$ cat config.mk
export PLATFORM = sky130hd
export DESIGN_NAME = ref_clock_gen
export DESIGN_NICKNAME = d
export VERILOG_FILES = /design/src/rtl/ref_clock_gen.sv
export SDC_FILE = /design/constraint.sdc
export NUM_CORES = 1
export LEC_CHECK = 0
export ABC_AREA = 1
export BUFFER_PORTS_ARGS = -buffer_cell sky130_fd_sc_hd__buf_2
export CORE_AREA = 4 4 134 136
export CTS_CLUSTER_SIZE = 40
export DETAILED_ROUTE_END_ITERATION = 8
export DIE_AREA = 0 0 138 140
export SYNTH_ARGS = -nofsm -noshare
export SYNTH_HDL_FRONTEND = slang
export SYNTH_SLANG_ARGS = --single-unit
$ cat constraint.sdc
create_clock -name clk -period 4.2 [get_ports clk]
set_clock_uncertainty 0.15 [all_clocks]
set_input_delay 0.21 -clock clk [delete_from_list [all_inputs] [get_ports clk]]
set_output_delay 0.21 -clock clk [all_outputs]
set_load 0.01 [all_outputs]
$ cat src/rtl/ref_clock_gen.sv
// ref_clock_gen: phase-accumulator reference clock with handshaked retune and linear sweep
module ref_clock_gen #(
    parameter int               ACC_W        = 16,
    parameter logic [ACC_W-1:0] DEFAULT_FREQ = 16'h1000
) (
    input  logic             clk,
    input  logic             reset,
    input  logic             cfgValid,
    output logic             cfgReady,
    input  logic [ACC_W-1:0] cfgFreq,
    input  logic [ACC_W-1:0] cfgPhase,
    input  logic             sweepEn,
    input  logic [7:0]       sweepDelta,
    input  logic [ACC_W-1:0] sweepLimit,
    output logic             refOut,
    output logic             refEdge,
    output logic [ACC_W-1:0] curFreq
);
    typedef enum logic {IDLE, WAIT_WRAP} state_t;
    state_t state, stateNext;
    logic [ACC_W-1:0] acc, accNext, pending, sweepFreq;
    logic [ACC_W:0]   sum, sweepSum;
    logic             wrap, accept, applyPend, doSweep;

    // Only the carry of acc + curFreq is a wrap; the phase offset is added after it
    assign sum       = {1'b0, acc} + {1'b0, curFreq};
    assign wrap      = sum[ACC_W];
    assign accept    = cfgValid & cfgReady;
    assign accNext   = sum[ACC_W-1:0] + (accept ? cfgPhase : '0);
    assign applyPend = (state == WAIT_WRAP) && (wrap || curFreq == '0);
    assign sweepSum  = {1'b0, curFreq} + (ACC_W+1)'(sweepDelta);
    assign sweepFreq = (sweepSum > {1'b0, sweepLimit}) ? sweepLimit : sweepSum[ACC_W-1:0];
    assign doSweep   = (state == IDLE) && !accept && sweepEn && wrap &&
                       (curFreq < sweepLimit) && (sweepDelta != 8'd0);

    // State register
    always_ff @(posedge clk) begin
        if (!reset) state <= IDLE;
        else        state <= stateNext;
    end

    // Next state: a request parks us until the retune lands on a wrap boundary
    always_comb begin
        stateNext = state;
        case (state)
            IDLE:      stateNext = accept    ? WAIT_WRAP : IDLE;
            WAIT_WRAP: stateNext = applyPend ? IDLE      : WAIT_WRAP;
            default:   stateNext = IDLE;
        endcase
    end

    // Ready only when idle and out of reset
    always_comb begin
        cfgReady = (state == IDLE) && reset;
    end

    // Accumulator, square-wave output, edge pulse and frequency word
    always_ff @(posedge clk) begin
        if (!reset) begin
            acc     <= '0;
            curFreq <= DEFAULT_FREQ;
            refOut  <= 1'b0;
            refEdge <= 1'b0;
            pending <= '0;
        end else begin
            acc     <= accNext;
            refOut  <= accNext[ACC_W-1];
            refEdge <= accNext[ACC_W-1] & ~refOut;
            if (accept) pending <= cfgFreq;
            curFreq <= applyPend ? pending : doSweep ? sweepFreq : curFreq;
        end
    end
endmodule

== After elaboration in Yosys (flattened, before gate mapping) ==
Cells that the tools add are included.

* Input port bits: 60
* Logic and storage cells: 34
* Flip-flop bits (word level): 51

* Multiplexer cells: 7
* Add/sub/neg operators: 3
* Bitwise operators: 4
* Reductions and logical operators: 12
* Order comparisons: 2

{| class="wikitable"
|+ Operator list
! operator !! count
|-
| $mux W16 || 4
|-
| $add A16 B16 Y17 || 1
|-
| $add A16 B8 Y17 || 1
|-
| $gt A17 B16 Y1 || 1
|-
| $add A16 B16 Y16 || 1
|-
| $logic_not A16 Y1 || 1
|-
| $lt A16 B16 Y1 || 1
|-
| $reduce_bool A8 Y1 || 1
|-
| $logic_and A1 B1 Y1 || 7
|-
| $and A1 B1 Y1 || 2
|-
| $mux W1 || 2
|-
| $not A1 Y1 || 2
|-
| $pmux W1 S2 || 1
|-
| $reduce_bool A2 Y1 || 1
|-
| $logic_not A1 Y1 || 1
|-
| $logic_or A1 B1 Y1 || 1
|}

== Depth between registers and ports, before layout ==
Gate-level depths: netlist (run 1).

* Depth in word-level cells: 11
* Depth in mapped cells: 26

== Worst setup path before layout (run 1) ==
Ideal clock, no wire load.

* Path kind: flip-flop to flip-flop
* Start point: reg curFreq[0]
* End point: reg acc[11]
* Slack: 0.932 ns
* Library setup time: 0.113 ns
* Arrival time: 3.005 ns
* Cell stages (with the launch flop): 20
* Path through: dfxtp_1 ha_1 inv_1 fa_1 inv_1 a31oi_1 or2_2 nand2_1 inv_1 ha_1 a21oi_1 inv_1 a31oi_1 o21ai_0 nand2_1 nand2_1 a21oi_1 o21ai_0 nor2_1 nor2_1

* Cells in the longest elaborated chain, start to end: 2

{| class="wikitable"
|+ RTL lines
! item !! line !! source
|-
| start: declaration || 17 || <nowiki>output logic [ACC_W-1:0] curFreq</nowiki>
|-
| start signal: assignment || 70 || <nowiki>curFreq <= applyPend ? pending : doSweep ? sweepFreq : curFreq;</nowiki>
|-
| $add A16 B16 Y17 || 26 || <nowiki>assign sum = {1'b0, acc} + {1'b0, curFreq};</nowiki>
|-
| $add A16 B16 Y16 || 29 || <nowiki>assign accNext = sum[ACC_W-1:0] + (accept ? cfgPhase : '0);</nowiki>
|-
| end signal: assignment || 66 || <nowiki>acc <= accNext;</nowiki>
|-
| end: declaration || 21 || <nowiki>logic [ACC_W-1:0] acc, accNext, pending, sweepFreq;</nowiki>
|}

Every way passes these cells.
A chain may end at the register's enable or synchronous reset.

== Worst setup path in the final report (run 1) ==
* Start point: reg curFreq[0]
* End point: reg curFreq[8]

* Cells in the longest elaborated chain, start to end: 5
* Elaborated cells on any way between the ends: 14
* Classes of those cells: 2 x add/sub; 2 x order compare; 3 x mux; 7 x reduce/logical

{| class="wikitable"
|+ RTL lines
! item !! line
|-
| $add A16 B8 Y17 / $add A16 B16 Y17 (equally long branches) || 31, 26
|-
| $gt A17 B16 Y1 / $logic_and A1 B1 Y1 (equally long branches) || 32, 33
|-
| $mux W16 / $logic_and A1 B1 Y1 (equally long branches) || 32, 33
|-
| $mux W16 / $logic_and A1 B1 Y1 (equally long branches) || 70, 34
|-
| $mux W16 / $reduce_bool A2 Y1 (equally long branches) || -
|}

Several ways; a longest one is shown, not always the timed one. The select of a mux whose other input is x is not followed.

==> flow_metrics.py, run 1 <==
metrics = {
    "yosys": {
        "syn-cell-area_um2": 4960,
        "ys_ff_latch": 50,
        "syn_inst": 732,
        "synth.distinct_cells": 46,
        "syn_nets": 865,
        "synth_edf_count": 0,
        "ys.warnings.count": 0,
        "syn_area_per_cell_um2": 6.78,
        "yosysSeqAreaShare_pct": 20.2,
        "synthArstFlopShare_pct": 0,
        "ys.flop_type": "dfxtp_1",
    },
    "floorplan": {
        "die_w_um": 138,
        "io_pins": 79,
        "core_area_um2": 16900,
        "rows": 48,
        "die_h_um": 140,
        "die_area_um2": 19300,
        "initial_core_util_pct": 29.3,
    },
    "sta": {
        "slew-limit-headroom_pct": 63.2,
        "holdWs_ps": -5.11,
        "timing.fmax_mhz": 269,
        "final_max_slew_viol_count": 0,
        "report.final.setup_viol": 0,
        "worst_slew_pin_slew_ps": 547,
        "rsz0062_at_grt": "false",
        "setup_tns_ps": 0,
        "fin_crit_sh_pct": 88.5,
        "final.min_clock_period_ps": 3720,
        "hold_violations": 1,
    },
    "grt": {
        "grt_max_degree": 40,
        "grt_pass1_wl_um": 24000,
        "grt_usage_pct": 14.8,
        "overflow": 0,
        "antenna_found_initial": 0,
        "grt_pass1_vias": 4793,
    },
    "cells_and_area": {
        "area_growth_pct": 17.6,
        "nets": 952,
        "final_cell_mix": "nand2_1 (191), inv_1 (88), buf_2 (78), ha_1 (70), a21oi_1 (58)",
        "drive_above_1_share_pct": 16.1,
        "design_area_um2": 5830,
        "final_common_cell": "nand2_1",
        "antenna_cells": 0,
    },
    "outcome": {
        "outcome": "finished, violations left",
        "violations": "hold timing",
    },
    "power": {
        "p_comb_share_pct": 23.8,
        "intPower_uw": 911,
        "p_sw_share_pct": 29.6,
        "switchingPower_uw": 384,
        "power.static_leakage_nw": 3.13,
        "clkPwrFrac_pct": 35.7,
        "ir_drop_mv": 0.163,
        "p_seq_share_pct": 40.5,
        "power.density_nw_per_um2": 222,
    },
    "detailed_routing": {
        "dr.pass1.iters": 6,
        "remaining_drc_errors": 0,
        "wire_per_inst_um": 13.5,
        "vias": 4807,
        "vias_per_cell": 4.60,
        "totalWireLength_um": 14100,
        "postRouteAntennaNets": 0,
        "drtIter0Drc": 243,
    },
    "clock_tree": {
        "cts_sinks": 50,
        "post_cts_resized": 0,
        "root_buffer": "clkbuf_16",
        "cts_tree": "yes",
        "cts_buffers": 5,
        "cts-htree-levels": 2,
        "clkLatencyLatePin_ps": 290,
        "clkTransAtPathRegs_ps": 70,
        "clockBufferDepth": 2,
    },
    "setup_path": {
        "required_ps": 4240,
        "cp_max_fo": 21,
        "cpMostUsedCell": "nand2_1",
        "max_stage_delay_ps": 410,
        "crit_buf_inv": 1,
        "r2r_slack_ps": 480,
        "crit_family": "simple AND/OR/NAND/NOR gates",
        "cp.depth": 25,
        "slowest_stage": "fa_1",
        "arrival_ps": 3760,
        "r2r-end": "curFreq[8]$_SDFFE_PN0P_",
        "rr_startpoint": "curFreq[0]$_SDFFE_PN0P_",
        "crit_path_start_kind": "flip-flop",
        "r2r_cells": 25,
        "critPathKind": "reg -> reg",
        "endpoint_kind": "flip-flop",
    },
    "placed_design": {
        "hpwl_um": 11700,
        "place_congestion": 0.883,
        "port_buffers": 78,
        "placed_area_um2": 5540,
    },
    "hold_path": {
        "min_from": "cfgFreq[0]",
        "whs_path_depth": 3,
        "hp-class": "in -> reg",
        "hold_end": "pending[0]$_SDFFE_PN0P_",
    },
    "flow_run": {
        "cap_violations": 0,
    },
}
-- sequential cells by signal, summed over array words and instances, names as in the netlist --
name / flops
acc: 15
pending: 16
refEdge: 1
state: 1
curFreq: 16
refOut: 1
-- metal layers --
metal  share of wire, %  vias up  track usage (%)
met3                4.0        7             1.95
met4                1.1        0             2.96
met2                 44      102             24.5
li1                   -     2603                -
met1                 51     2095             20.9
met5                  0        -                0
-- power by group through the flow --
stage               Clock, mW  Sequential, mW  Combinational [mW]
floorplan                   0           0.531               0.209
global placement            0           0.536               0.298
detailed placement          0           0.536               0.299
CTS                     0.478           0.525               0.310
global route            0.496           0.528               0.356
finish                  0.462           0.524               0.308
-- worst reg2reg max path, cell delays in order, from the launching register on --
cell and delay, ps:
dfxtp_1 380, ha_1 250, fa_1 410, nand3_1 100, nand3_2 100, nand4_2 100
nand2_2 110, xor2_1 190, ha_1 310, nand2_1 80, nor2_2 200, nand3b_1 100
nand3_1 80, nand2_1 50, nand2_1 50, nand2_1 50, nand2_1 50, nand2_1 50
nand2_2 200, nand2_4 220, nand2_1 110, nand2_1 50, nand2_1 60, nand3_1 70
nand2_1 60, inv_1 40
-- worst max-delay path by stage --
stage                                 start                 endpoint
detailed placement  curFreq[0]$_SDFFE_PN0P_  curFreq[8]$_SDFFE_PN0P_
global route        curFreq[0]$_SDFFE_PN0P_  curFreq[8]$_SDFFE_PN0P_
global placement    curFreq[0]$_SDFFE_PN0P_  curFreq[6]$_SDFFE_PN0P_
CTS                 curFreq[0]$_SDFFE_PN0P_  curFreq[8]$_SDFFE_PN0P_
finish              curFreq[0]$_SDFFE_PN0P_  curFreq[8]$_SDFFE_PN0P_
floorplan           curFreq[0]$_SDFFE_PN0P_       acc[11]$_SDFF_PN0_
-- cell type report --
cell class	count	area (µm²)
clock buffers	5	125
clock inverters	3	43.8
fillers	1874	11100
inverters	91	343
multi-input cells	572	3460
flip-flops and latches	50	1000
well taps	225	282
repair buffers	99	581
-- cells in the mapped netlist, drive strengths merged (7+ instances only) --
library cell | instances | share of area [%]
inv | 90 | 6.8
a31oi | 9 | 1.1
o21ai | 47 | 5.1
ha | 70 | 18
xor2 | 21 | 3.7
nor3 | 7 | 0.93
nand4 | 9 | 1.6
nand3 | 52 | 5.5
clkbuf | 10 | 1.6
buf | 9 | 1.6
nor2 | 50 | 4.0
dfxtp | 50 | 20
nand2 | 202 | 16
a21oi | 68 | 7.6
-- through the flow --
stage	util, %	std cells	setup WS [ps]	power [mW]
2_1_floorplan	-	732	932	0.740
3_3_place_gp	32.7	1024	545	0.834
3_5_place_dp	32.7	1024	503	0.835
4_1_cts	34.4	1045	482	1.31
5_1_grt	34.4	1045	85.6	1.38
6_report	34.4	1045	482	1.29
-- timing repair --
action / 4_1_cts / 5_1_grt
endpoints found under the hold margin: 13 / 0
buffers inserted: 0 / 0
hold buffers: 13 / 0
-- logic make-up (layout without fill, tap and decap cells) --
kind of cell    Yosys count  in the layout  share of synthesized area [%]
buf+inv                 110            198                           10.1
flops                    50             50                           20.2
compound gates          139            139                           16.2
simple gates            333            333                           29.9
fa+ha+maj                73             73                           18.9
xor+xnor                 27             27                           4.77
Power figures use the tool's default switching activity.
==> run 2, diff against run 1 <==
--- a/config.mk
+++ b/config.mk
@@ -7,10 +7,12 @@
 export LEC_CHECK = 0
 export ABC_AREA = 1
 export BUFFER_PORTS_ARGS = -buffer_cell sky130_fd_sc_hd__buf_2
-export CORE_AREA = 4 4 134 136
+export CORE_AREA = 4 4 98 100
+export CTS_CLUSTER_DIAMETER = 100
 export CTS_CLUSTER_SIZE = 40
 export DETAILED_ROUTE_END_ITERATION = 8
-export DIE_AREA = 0 0 138 140
+export DIE_AREA = 0 0 102 104
+export PLACE_DENSITY = 0.8
 export SYNTH_ARGS = -nofsm -noshare
 export SYNTH_HDL_FRONTEND = slang
 export SYNTH_SLANG_ARGS = --single-unit
==> run 2 against run 1 <==
Against the previous run:
- the run now ends clean
- design area down 3.3%
- highest routed layer unchanged
- worst hold slack better by 16 ps
- total power decreased by 8.7%
- register-to-register slack lost 160 ps
- largest cell class unchanged
- critical path depth decreased by 3
- sequential share of layout area rose by 0.59 points
- core utilization is 31 points higher
- clock-buffer cell count did not move
- sequential cell count unchanged
- combinational power increased by 2%
==> flow_metrics.py, run 2 (synthesis results as in run 1) <==
metrics = {
    "setup_path": {
        "required_ps": 4290,
        "cp_max_fo": 21,
        "critPathKind": "reg -> reg",
        "arrival_ps": 3970,
        "crit_path_start_kind": "flip-flop",
        "endpoint_kind": "flip-flop",
    },
    "cells_and_area": {
        "final_common_cell": "nand2_1",
        "design_area_um2": 5640,
        "reg.largest.list": "curFreq: 16 flops, pending: 16 flops, acc: 15 flops",
        "final_cell_mix": "nand2_1 (191), inv_1 (88), buf_2 (78), ha_1 (70), a21oi_1 (58)",
        "drive_above_1_share_pct": 16.1,
        "nets": 953,
        "area_growth_pct": 13.7,
        "antenna_cells": 0,
        "fillers": 769,
    },
    "sta": {
        "report.final.setup_viol": 0,
        "hold_violations": 0,
        "final.min_clock_period_ps": 3880,
        "final_max_slew_viol_count": 0,
        "worst_slew_pin_slew_ps": 542,
        "rsz0062_at_grt": "false",
        "slew-limit-headroom_pct": 63.8,
        "setup_tns_ps": 0,
        "timing.fmax_mhz": 258,
        "fin_crit_sh_pct": 92.4,
    },
    "clock_tree": {
        "cts_tree": "yes",
        "clockBufferDepth": 2,
        "clkLatencyLatePin_ps": 310,
        "post_cts_resized": 0,
        "root_buffer": "clkbuf_8",
        "cts-htree-levels": 2,
        "cts_buffers": 5,
        "clkTransAtPathRegs_ps": 100,
        "postCtsHoldBufs": 14,
        "cts_sinks": 50,
        "cts_setup_buffers": 0,
    },
    "detailed_routing": {
        "remaining_drc_errors": 0,
        "vias": 5119,
        "dr.pass1.iters": 5,
        "topRoutingLayerUsed": "met4",
        "met2_length_um": 6440,
        "met3_length_um": 988,
        "wire_per_inst_um": 14.7,
        "drtIter0Drc": 336,
        "postRouteAntennaNets": 0,
        "met1_length_um": 5880,
        "totalWireLength_um": 13700,
        "vias_per_cell": 5.51,
    },
    "floorplan": {
        "core_area_um2": 8680,
        "die_h_um": 104,
        "die_area_um2": 10600,
        "initial_core_util_pct": 57.2,
        "die_w_um": 102,
        "io_pins": 79,
        "rows": 34,
    },
    "flow_run": {
        "cap_violations": 0,
    },
    "grt": {
        "overflow": 0,
        "grt_usage_pct": 25.6,
        "antenna_found_initial": 0,
        "grt_pass1_wl_um": 22500,
        "grt_pass1_vias": 4858,
        "grt_max_degree": 40,
    },
    "outcome": {
        "outcome": "complete, no violations",
    },
    "power": {
        "power.density_nw_per_um2": 209,
        "power.static_leakage_nw": 3.11,
        "ir_drop_mv": 0.122,
    },
    "placed_design": {
        "hpwl_um": 10700,
        "port_buffers": 78,
        "place_congestion": 0.934,
        "placed_area_um2": 5390,
    },
    "hold_path": {
        "hp-class": "in -> reg",
    },
}
## run 2: cell count changes in the layout (fill, tap and decap cells not counted), sizes merged
cell	delta
dlygate4sd3	+1
## run 2: stage by stage
| step | utilization, % | instances | total power [mW] | setup WS (ps) | hold WS, ps |
|---|---|---|---|---|---|
| floorplan | - | 732 | 0.740 | 932 | 173 |
| global placement | 62.1 | 907 | 0.820 | 500 | 260 |
| detailed placement | 62.1 | 907 | 0.830 | 442 | 269 |
| CTS | 65.0 | 929 | 1.18 | 373 | 9.03 |
| global route | 65.0 | 929 | 1.25 | 42.4 | 35.0 |
| finish | 65.0 | 929 | 1.18 | 321 | 11.3 |
## run 2: per-layer routing
layer / global-route usage [%] / vias to the layer above
met1: 33.7 / 2270
met4: 8.90 / 0
met3: 2.62 / 33
met2: 43.1 / 206
met5: 0 / -
li1: - / 2610
## run 2: power by group
| group | internal [mW] | switching, mW | leakage [nW] |
|---|---|---|---|
| Sequential | 0.506 | 0.0168 | 0.408 |
| Clock | 0.179 | 0.168 | 0.0585 |
| Combinational | 0.124 | 0.189 | 2.65 |
| Total | 0.808 | 0.373 | 3.11 |
## run 2: final timing paths
path / startpoint / end / slack (ps) / cells after the start
setup / recovery: curFreq[0]$_SDFFE_PN0P_ / curFreq[12]$_SDFFE_PN1P_ / 320 / 22
hold / removal: cfgFreq[10] / pending[10]$_SDFFE_PN0P_ / 10 / 3
setup reg to reg: curFreq[0]$_SDFFE_PN0P_ / curFreq[12]$_SDFFE_PN1P_ / 320 / 22
hold reg to reg: refOut$_SDFF_PN0_ / refEdge$_SDFF_PN0_ / 310 / 1
## run 2: final cells by class
type | instances | area (µm²) | area share (%)
clock buffers | 5 | 68.8 | 1.22
clock inverters | 3 | 43.8 | 0.776
inverters | 91 | 343 | 6.08
multi-input cells | 572 | 3460 | 61.3
flip-flops and latches | 50 | 1000 | 17.7
well taps | 108 | 135 | 2.40
repair buffers | 100 | 591 | 10.5
## run 2: worst max-delay path, cell delays in order, from the launching register on
cell and delay (ps):
dfxtp_1 400, ha_1 240, fa_1 410, nand3_1 100, nand3_2 100, nand4_2 100
nand2_2 120, xor2_1 190, ha_1 310, nand2_1 80, nor2_2 200, nand3b_1 100
nand3_1 100, nand2_1 50, nand2_1 50, nand2_1 40, nand2_1 50, nand2_1 60
nand2_2 210, nand2_4 230, o21ai_0 310, nand2_1 100, nand4_1 90
==> run 3, diff against run 2 <==
==> constraint.sdc (replaced) <==
create_clock -name clk -period 4.2 [get_ports clk]
set_clock_uncertainty 0.15 [all_clocks]
set_input_delay 1.26 -clock clk [delete_from_list [all_inputs] [get_ports clk]]
set_output_delay 1.26 -clock clk [all_outputs]
set_load 0.01 [all_outputs]
==> run 3 against run 2 <==
Against the previous run:
- setup slack worse by 260 ps
- sequential share of layout area decreased by 0.96 points
- sequential power hardly changed
- cell count up 2.0%
- via count is 4.7% higher
- critical path type is now in -> reg
- largest power group unchanged
- highest routed layer unchanged
==> flow_metrics.py, run 3 (synthesis results as in run 1) <==
metrics = {
    "hold_path": {
        "min_from": "refOut$_SDFF_PN0_",
        "hp-class": "reg -> reg",
        "hold_end": "refEdge$_SDFF_PN0_",
        "whs_path_depth": 1,
    },
    "clock_tree": {
        "cts-htree-levels": 2,
        "clkTransAtPathRegs_ps": 100,
        "root_buffer": "clkbuf_8",
        "cts_buffers": 5,
        "cts_sinks": 50,
        "cts_tree": "yes",
        "clkLatencyLatePin_ps": 320,
        "clockBufferDepth": 2,
    },
    "placed_design": {
        "hpwl_um": 11000,
        "port_buffers": 78,
        "place_congestion": 0.935,
        "placed_area_um2": 5580,
        "dp.cells": 932,
        "place_ws_ps": -281,
    },
    "floorplan": {
        "rows": 34,
        "core_area_um2": 8680,
        "io_pins": 79,
        "die_h_um": 104,
        "die_area_um2": 10600,
        "initial_core_util_pct": 57.2,
        "die_w_um": 102,
    },
    "power": {
        "power.static_leakage_nw": 3.27,
        "power.density_nw_per_um2": 197,
        "p_comb_share_pct": 28.2,
        "switchingPower_uw": 385,
        "clkPwrFrac_pct": 27.2,
        "ir_drop_mv": 0.120,
        "p_seq_share_pct": 44.6,
        "intPower_uw": 790,
        "p_sw_share_pct": 32.8,
    },
    "setup_path": {
        "arrival_ps": 4250,
        "r2r_slack_ps": 500,
        "endpoint_kind": "flip-flop",
        "crit_path_start_kind": "primary input",
        "rr_startpoint": "curFreq[2]$_SDFFE_PN0P_",
        "required_ps": 4310,
        "r2r_cells": 16,
        "cp_max_fo": 5,
        "r2r-end": "refEdge$_SDFF_PN0_",
        "critPathKind": "in -> reg",
    },
    "grt": {
        "antenna_found_initial": 0,
        "grt_max_degree": 40,
        "grt_usage_pct": 26.0,
        "grt_pass1_wl_um": 22800,
        "overflow": 0,
        "grt_pass1_vias": 5010,
    },
    "detailed_routing": {
        "totalWireLength_um": 14600,
        "remaining_drc_errors": 0,
        "dr.pass1.iters": 6,
        "vias_per_cell": 5.66,
        "wire_per_inst_um": 15.4,
        "drtIter0Drc": 326,
        "postRouteAntennaNets": 0,
        "vias": 5362,
    },
    "sta": {
        "rsz0062_at_grt": "true",
        "timing.fmax_mhz": 242,
        "report.final.setup_viol": 0,
        "setup_ws_ps": 60.3,
        "worst_slew_pin_slew_ps": 472,
        "hold_violations": 0,
        "fin_crit_sh_pct": 98.6,
        "final.min_clock_period_ps": 4140,
        "holdWs_ps": 302,
        "slew-limit-headroom_pct": 68.2,
        "final_max_slew_viol_count": 0,
    },
    "cells_and_area": {
        "design_area_um2": 5960,
        "drive_above_1_share_pct": 22.3,
        "instances_no_fill": 948,
        "antenna_cells": 0,
        "nets": 972,
        "reg.largest.list": "curFreq: 16 flops, pending: 16 flops, acc: 15 flops",
        "fin_util_pct": 68.7,
        "area_growth_pct": 20.2,
        "final_common_cell": "nand2_1",
        "final_cell_mix": "nand2_1 (189), inv_1 (88), buf_2 (77), ha_1 (67), a21oi_1 (56)",
    },
    "outcome": {
        "outcome": "complete, no violations",
    },
    "flow_run": {
        "cap_violations": 0,
    },
}
## run 3: per-layer routing
metal,track usage (%),vias up,part of all wire [%]
li1,-,2652,-
met1,34.3,2417,41
met2,44.2,246,48
met3,2.35,47,7.8
met4,8.25,0,2.7
met5,0,-,0
## run 3: timing repair
action / CTS / global route
buffers inserted: 0 / 5
setup endpoints to repair: 0 / 16
gates resized for setup: 0 / 34
hold buffers: 0 / 0
## run 3: per-stage QoR
stage	setup TNS, ps	power, mW
floorplan	0	0.740
global placement	-2350	0.829
detailed placement	-3700	0.842
CTS	0	1.15
global route	-1400	1.24
finish	0	1.18
## run 3: worst max-delay path by stage
| stage | start | endpoint | slack, ps | cells after the start |
|---|---|---|---|---|
| 3_3_place_gp | sweepDelta[0] | curFreq[1]$_SDFFE_PN0P_ | -190 | 22 |
| 6_report | sweepDelta[0] | curFreq[2]$_SDFFE_PN0P_ | 60 | 24 |
| 2_1_floorplan | sweepDelta[0] | curFreq[6]$_SDFFE_PN0P_ | 120 | 26 |
| 4_1_cts | sweepDelta[0] | curFreq[1]$_SDFFE_PN0P_ | 20 | 24 |
| 3_5_place_dp | sweepDelta[0] | curFreq[1]$_SDFFE_PN0P_ | -280 | 24 |
| 5_1_grt | sweepDelta[0] | curFreq[11]$_SDFFE_PN0P_ | -150 | 26 |
## run 3: critical path, cell delays in order
cell and delay (ps):
buf_6 100, ha_4 160, fa_2 400, nand3_2 70
nand3_2 90, buf_6 140, a31oi_4 190, xnor2_2 110
ha_1 330, nand2_1 80, nor2_2 170, nand3b_1 110
nand3_2 80, nand2_1 60, nand2_1 50, nand2_1 40
nand2_1 70, nand2_2 90, nand2_8 140, clkbuf_16 160
nand3_1 60, nand3_1 80, nand2_1 70, a21oi_2 120
## run 3: final cells by class
class | instances | area (µm²)
Clock buffer | 7 | 96.3
Clock inverter | 1 | 8.76
Fill cell | 748 | 2710
Inverter | 91 | 343
Multi-Input combinational cell | 574 | 3650
Sequential cell | 50 | 1000
Tap cell | 108 | 135
Timing Repair Buffer | 117 | 726
## run 3: power groups by stage
stage	registers (mW)	logic [mW]	clock network [mW]
3_5_place_dp	0.534	0.307	0
6_report	0.524	0.332	0.319
4_1_cts	0.523	0.310	0.320
3_3_place_gp	0.533	0.296	0
2_1_floorplan	0.531	0.209	0
5_1_grt	0.527	0.373	0.342
